--- src/rtl/ber_pkg.sv ---
// rtl/ber_pkg.sv - shared state encoding, PRBS9 step function and clog2 helper for ber_monitor
package ber_pkg;

    typedef enum logic [1:0] {
        ST_SYNC   = 2'd0,
        ST_TRIAL  = 2'd1,
        ST_LOCKED = 2'd2
    } ch_state_t;

    localparam int PRBS_TAP_A = 9;
    localparam int PRBS_TAP_B = 5;
    localparam int PRBS_LEN   = PRBS_TAP_A;
    localparam logic [PRBS_LEN-1:0] PRBS_TAP_MASK =
        PRBS_LEN'((1 << (PRBS_TAP_A - 1)) | (1 << (PRBS_TAP_B - 1)));

    // Returns {predicted bit, next LFSR state}; in sync mode the received bit is loaded instead of the prediction.
    function automatic logic [PRBS_LEN:0] prbs9_step(input logic [PRBS_LEN-1:0] s,
                                                     input logic rx,
                                                     input logic load_rx);
        logic p;
        p = ^(s & PRBS_TAP_MASK);
        return {p, s[PRBS_LEN-2:0], (load_rx ? rx : p)};
    endfunction

    function automatic int clog2_min1(input int n);
        int r;
        r = 1;
        for (int i = 1; i < 31; i++) begin
            if ((1 << i) < n) r = i + 1;
        end
        return r;
    endfunction

endpackage

--- src/rtl/prbs_checker_ch.sv ---
// rtl/prbs_checker_ch.sv - one channel of PRBS9 self-sync, lock qualification and saturating BER counters
module prbs_checker_ch
    import ber_pkg::*;
#(
    parameter int NB_CNT  = 64,
    parameter int WINDOW  = 128,
    parameter int MAX_ERR = 4
) (
    input  logic              clock,
    input  logic              i_reset,
    input  logic              rx_bit,
    input  logic              bit_vld,
    input  logic              i_clear,
    output logic              locked,
    output logic [NB_CNT-1:0] bit_count,
    output logic [NB_CNT-1:0] err_count
);

    localparam int WW = clog2_min1(WINDOW + 2);
    localparam logic [WW-1:0] WIN_END  = WW'(WINDOW);
    localparam logic [WW-1:0] ERR_OK   = WW'(MAX_ERR);
    localparam logic [WW-1:0] ERR_DROP = WW'(MAX_ERR + 1);
    localparam logic [WW-1:0] SYNC_END = WW'(PRBS_LEN);

    ch_state_t             state;
    logic [PRBS_LEN-1:0]   lfsr;
    logic [WW-1:0]         win_bits;
    logic [WW-1:0]         win_err;
    logic [PRBS_LEN:0]     step;
    logic                  err_bit;
    logic [WW-1:0]         bits_nx;
    logic [WW-1:0]         err_nx;

    assign step    = prbs9_step(lfsr, rx_bit, state == ST_SYNC);
    assign err_bit = rx_bit ^ step[PRBS_LEN];
    assign bits_nx = win_bits + WW'(1);
    assign err_nx  = win_err + WW'(err_bit);

    // win_bits/win_err are reused as sync counter, trial window and lock-monitor block.
    always_ff @(posedge clock or negedge i_reset) begin
        if (!i_reset) begin
            state     <= ST_SYNC;
            lfsr      <= '0;
            win_bits  <= '0;
            win_err   <= '0;
            locked    <= 1'b0;
            bit_count <= '0;
            err_count <= '0;
        end else begin
            if (bit_vld) begin
                lfsr <= step[PRBS_LEN-1:0];
                case (state)
                    ST_SYNC: begin
                        win_err <= '0;
                        if (bits_nx == SYNC_END) begin
                            state    <= ST_TRIAL;
                            win_bits <= '0;
                        end else begin
                            win_bits <= bits_nx;
                        end
                    end
                    ST_TRIAL: begin
                        if (bits_nx == WIN_END) begin
                            win_bits <= '0;
                            win_err  <= '0;
                            if (err_nx <= ERR_OK) begin
                                state  <= ST_LOCKED;
                                locked <= 1'b1;
                            end else begin
                                state <= ST_SYNC;
                            end
                        end else begin
                            win_bits <= bits_nx;
                            win_err  <= err_nx;
                        end
                    end
                    ST_LOCKED: begin
                        if (!(&bit_count)) bit_count <= bit_count + NB_CNT'(1);
                        if (err_bit && !(&err_count)) err_count <= err_count + NB_CNT'(1);
                        if (err_nx == ERR_DROP) begin
                            state    <= ST_SYNC;
                            locked   <= 1'b0;
                            win_bits <= '0;
                            win_err  <= '0;
                        end else if (bits_nx == WIN_END) begin
                            win_bits <= '0;
                            win_err  <= '0;
                        end else begin
                            win_bits <= bits_nx;
                            win_err  <= err_nx;
                        end
                    end
                    default: begin
                        state    <= ST_SYNC;
                        locked   <= 1'b0;
                        win_bits <= '0;
                        win_err  <= '0;
                    end
                endcase
            end
            if (i_clear) begin
                bit_count <= '0;
                err_count <= '0;
            end
        end
    end

endmodule

--- src/rtl/ber_monitor.sv ---
// rtl/ber_monitor.sv - multi-channel PRBS9 BER monitor: phase select, sign slicer, per-channel checkers, count mux
module ber_monitor
    import ber_pkg::*;
#(
    parameter int NB_DATA = 8,
    parameter int OS      = 4,
    parameter int NCH     = 2,
    parameter int NB_CNT  = 64,
    parameter int WINDOW  = 128,
    parameter int MAX_ERR = 4
) (
    input  logic                      clock,
    input  logic                      i_reset,
    input  logic                      i_enable,
    input  logic [clog2_min1(OS)-1:0] i_phase,
    input  logic [NCH*NB_DATA-1:0]    i_data,
    input  logic                      i_clear,
    input  logic [clog2_min1(NCH)-1:0] i_ch_sel,
    output logic [NCH-1:0]            o_locked,
    output logic [NB_CNT-1:0]         o_bit_count,
    output logic [NB_CNT-1:0]         o_err_count,
    output logic                      o_ber_zero
);

    localparam int PW = clog2_min1(OS);
    localparam logic signed [NB_DATA-1:0] ZERO_S = '0;

    logic [PW-1:0]     pc;
    logic              strobe;
    logic              bit_vld;
    logic [NCH-1:0]    rx_bit;
    logic [NB_CNT-1:0] bit_cnt [NCH];
    logic [NB_CNT-1:0] err_cnt [NCH];
    logic [NCH-1:0]    err_zero;

    assign strobe = i_enable && (pc == i_phase);

    always_ff @(posedge clock or negedge i_reset) begin
        if (!i_reset) begin
            pc      <= '0;
            bit_vld <= 1'b0;
            rx_bit  <= '0;
        end else begin
            bit_vld <= strobe;
            if (i_enable) pc <= (pc == PW'(OS - 1)) ? '0 : pc + PW'(1);
            // Negative sample slices to 1, matching the 1 -> -1 BPSK mapping.
            if (strobe) begin
                for (int k = 0; k < NCH; k++) begin
                    rx_bit[k] <= ($signed(i_data[k*NB_DATA +: NB_DATA]) < ZERO_S);
                end
            end
        end
    end

    for (genvar k = 0; k < NCH; k++) begin : g_ch
        prbs_checker_ch #(
            .NB_CNT  (NB_CNT),
            .WINDOW  (WINDOW),
            .MAX_ERR (MAX_ERR)
        ) u_chk (
            .clock     (clock),
            .i_reset   (i_reset),
            .rx_bit    (rx_bit[k]),
            .bit_vld   (bit_vld),
            .i_clear   (i_clear),
            .locked    (o_locked[k]),
            .bit_count (bit_cnt[k]),
            .err_count (err_cnt[k])
        );
        assign err_zero[k] = (err_cnt[k] == '0);
    end

    always_comb begin
        o_bit_count = bit_cnt[0];
        o_err_count = err_cnt[0];
        for (int k = 1; k < NCH; k++) begin
            if (int'(i_ch_sel) == k) begin
                o_bit_count = bit_cnt[k];
                o_err_count = err_cnt[k];
            end
        end
    end

    assign o_ber_zero = (&o_locked) && (&err_zero);

endmodule

--- config.mk ---
export PLATFORM = sky130hd
export DESIGN_NAME = ber_monitor
export DESIGN_NICKNAME = d
export VERILOG_FILES = /design/src/rtl/ber_pkg.sv /design/src/rtl/prbs_checker_ch.sv /design/src/rtl/ber_monitor.sv
export SDC_FILE = /design/constraint.sdc
export NUM_CORES = 1
export LEC_CHECK = 0
export CAP_MARGIN = 10
export CORE_MARGIN = 2
export CORE_UTILIZATION = 30
export DETAILED_ROUTE_END_ITERATION = 8
export PLACE_DENSITY = 0.47
export SYNTH_ARGS = -nofsm -noshare
export SYNTH_HDL_FRONTEND = slang
export SYNTH_HIERARCHICAL = 1
export SYNTH_SLANG_ARGS = --single-unit
export TNS_END_PERCENT = 30
--- constraint.sdc ---
create_clock -name clock -period 3.7 [get_ports clock]
set_input_delay 0.37 -clock clock [delete_from_list [all_inputs] [get_ports clock]]
set_output_delay 0.37 -clock clock [all_outputs]
set_load 0.005 [all_outputs]
==> metrics.txt <==
fmax 290.5 MHz; Fin Setup TNS 0 ns; DRC Markers 0; Cell Rows 95; TritonRoute pass-1 iters 5; global-route usage over all layers 0.2019; RSZ-0062 raised after global routing false; worst vdd ir 262.2 uV; die height 264.3 um; global-route wire length before repair 111000 um; Worst setup SP type flip-flop; Worst-path clk slew 0.06 ns; FFs w/ async S/R, synth 1.000; Synth area leader dfrtp_1; Hold Path Class input pin to flip-flop; Final setup viols 0; most numerous cell in the Yosys netlist dfrtp_1; ranking of synthesized cells by area dfrtp_1, mux2_2, a21oi_1; Worst EP required 3.33 ns; cts repair resizes 0; worst-path fanout max 9; root buf cell clkbuf_16; share of the yosys chip area belonging to registers 0.3904; Pwr per Cell Area 388.8 nW/um^2; Synth warnings 6; initial antenna violation count 0; Max-Cap Viols 0; LEAKAGE 9.291 nW; Critical Path AT 3.07 ns; r2r worst-path depth 7; Hold Path Cell Cnt 2; clk_skew 0.01773 ns; Die X-Extent 264.3 um; most common library cells after synthesis dfrtp_1, mux2_2, nor2_1, a21oi_1, nand2_1; area grow syn2layout 19.86%; Slew HR 0.3737; die area 69830 sq um; grt total ovfl 0; Initial Util 0.3026; WP depth 5; slowest cell on the critical path or4_1; H-tree levels 2; share of layout cells above drive strength 1 0.1519; Iter 0 DRT Violations 1877; fin nets 2440; CP cell instances nor4_1 > nand4_1 > or4_1 > nor3_2 > clkdlybuf4s50_1; I/O pin cnt 154; wire per inst 21.64 um; largest net degree at the start of global routing 137; crit-path leading delay family simple AND/OR/NAND/NOR gates; TritonCTS clock tree yes; post-route design area 24360 sq um; critical path's largest stage delay 0.59 ns; DR vias/cell 5.754; Cell Area, Placed 22920 sq um; Antenna Nets Post-Route 0; Syn Area/Cell 8.972 sq um; Cells after Synth 2265; Critical path buffers and inverters 1; Synth Cell Area 20320 sq um; CP endpoint kind output pin; number of global-route vias before repair 18321; core footprint 67160 sq um; Post-synth EDFFs 0; GP Congestion 0.9361; final WL 71470 um; status completed; max-slew violations 0; post-synth cell types 80; Final period util 0.9303; CP Class flip-flop to output pin; actual slew at the worst max-slew pin 0.9317 ns; Period minus WS final 3.442 ns; Port Buffers 139; TritonCTS Sinks 317; Antenna diodes 0; clk_lat worst skew 0.58 ns; Net Count, Synth 2309; Final Hold Vio Count 0; cts bufs inserted 42; DR vias 19001; top cell type's share of synthesized area 0.3904; Seq cells post-synth 317; dominant register cell in the synthesized netlist dfrtp_1; CTS Buffer Depth 3; Post-DP HPWL 51540 um
==> area by class of cell <==
| type | instances | area, sq um |
|---|---|---|
| fillers | 6770 | 42800 |
| flip-flops and latches | 317 | 7934 |
| multi-input cells | 1769 | 11700 |
| well taps | 873 | 1092 |
| inverters | 55 | 206.4 |
| repair buffers | 211 | 2004 |
| clock buffers | 58 | 1212 |
| clock inverters | 19 | 210.2 |
==> report_power, final <==
group / switching, mW / internal (mW) / leakage (nW)
clock: 1.70 / 2.51 / 0.704
combinational: 0.817 / 0.590 / 4.24
sequential: 0.191 / 3.66 / 4.35
==> final timing paths <==
kind	slack [ns]	to	start
min reg2reg	0.50	g_ch[0].u_chk/win_err[0]$_DFFE_PN0P_	g_ch[0].u_chk/win_err[0]$_DFFE_PN0P_
min in group asynchronous	0.42	g_ch[1].u_chk/win_bits[4]$_DFFE_PN0P_	i_reset
min	0.17	g_ch[0].u_chk/err_count[48]$_DFFE_PN0P_	i_clear
max	0.26	o_ber_zero	g_ch[0].u_chk/err_count[8]$_DFFE_PN0P_
max reg2reg	0.40	g_ch[0].u_chk/err_count[61]$_DFFE_PN0P_	g_ch[0].u_chk/err_count[25]$_DFFE_PN0P_
max in group asynchronous	2.30	g_ch[1].u_chk/bit_count[20]$_DFFE_PN0P_	i_reset
==> registers in the layout (all words and copies together), names as in the netlist <==
register	count
g_ch.u_chk/bit_count	128
g_ch.u_chk/err_count	128
g_ch.u_chk/lfsr	18
g_ch.u_chk/win_bits	16
g_ch.u_chk/win_err	16
g_ch.u_chk/state	4
g_ch.u_chk/locked	2
pc	2
rx_bit	2
bit_vld	1
==> placed cells by master (no fill, tap or decap), types with 14 or more instances in the layout <==
cell	Yosys	final
nand3_1	130	130
o21a_1	19	19
nand4_1	102	102
o211ai_1	14	14
nor3_1	64	63
and4_1	28	28
a21oi_1	144	144
o21ai_0	114	114
clkdlybuf4s50_1	0	136
or4_1	80	80
o31ai_1	60	58
mux2_2	195	195
nor2b_1	47	47
xor2_1	28	28
nand2_1	140	140
and2_1	16	16
nor4_1	80	79
ha_1	21	21
dfrtp_1	317	316
or3_1	91	91
clkbuf_16	0	43
buf_4	2	67
and3_1	40	40
nor2_1	161	161
xnor2_1	33	33
inv_1	55	55
==> layer usage <==
layer	up-vias	track usage	wire length [um]
met5	-	0	0
met4	0	0.05544	1700
met3	90	0.02992	3759
met2	593	0.3183	32460
met1	9447	0.2874	33550
li1	8871	-	-
==> stage by stage <==
| stage | util | total power [mW] | hold WS [ns] | setup slack (ns) | std cells |
|---|---|---|---|---|---|
| after detailed placement | 0.3413 | 5.327 | 0.4597 | 0.3911 | 3224 |
| after global placement | 0.3413 | 5.290 | 0.4642 | 0.4500 | 3224 |
| final | 0.3627 | 9.469 | 0.1701 | 0.2580 | 3302 |
| after floorplan | - | 4.866 | 0.07441 | 0.7055 | 2265 |
| after global routing | 0.3627 | 9.929 | 0.1538 | 0.1928 | 3302 |
| after CTS | 0.3627 | 9.627 | 0.1280 | 0.2372 | 3302 |
==> cells by family after synthesis <==
family / after synthesis / share of synthesized area
adder cells (fa/ha/maj): 21 / 0.01293
multiplexers: 206 / 0.1135
buffers and inverters: 179 / 0.03553
AND/OR/NAND/NOR: 1019 / 0.2763
XOR/XNOR: 63 / 0.02863
AO/OA/AOI/OAI: 460 / 0.1427
flip-flops: 317 / 0.3904
==> timing repair <==
item / 4_1_cts / 5_1_grt
setup endpoints to repair: 0 / 0
hold buffers: 1 / 0
endpoints found under the hold margin: 78 / 0
buffers inserted: 0 / 0
Power figures use the tool's default switching activity.
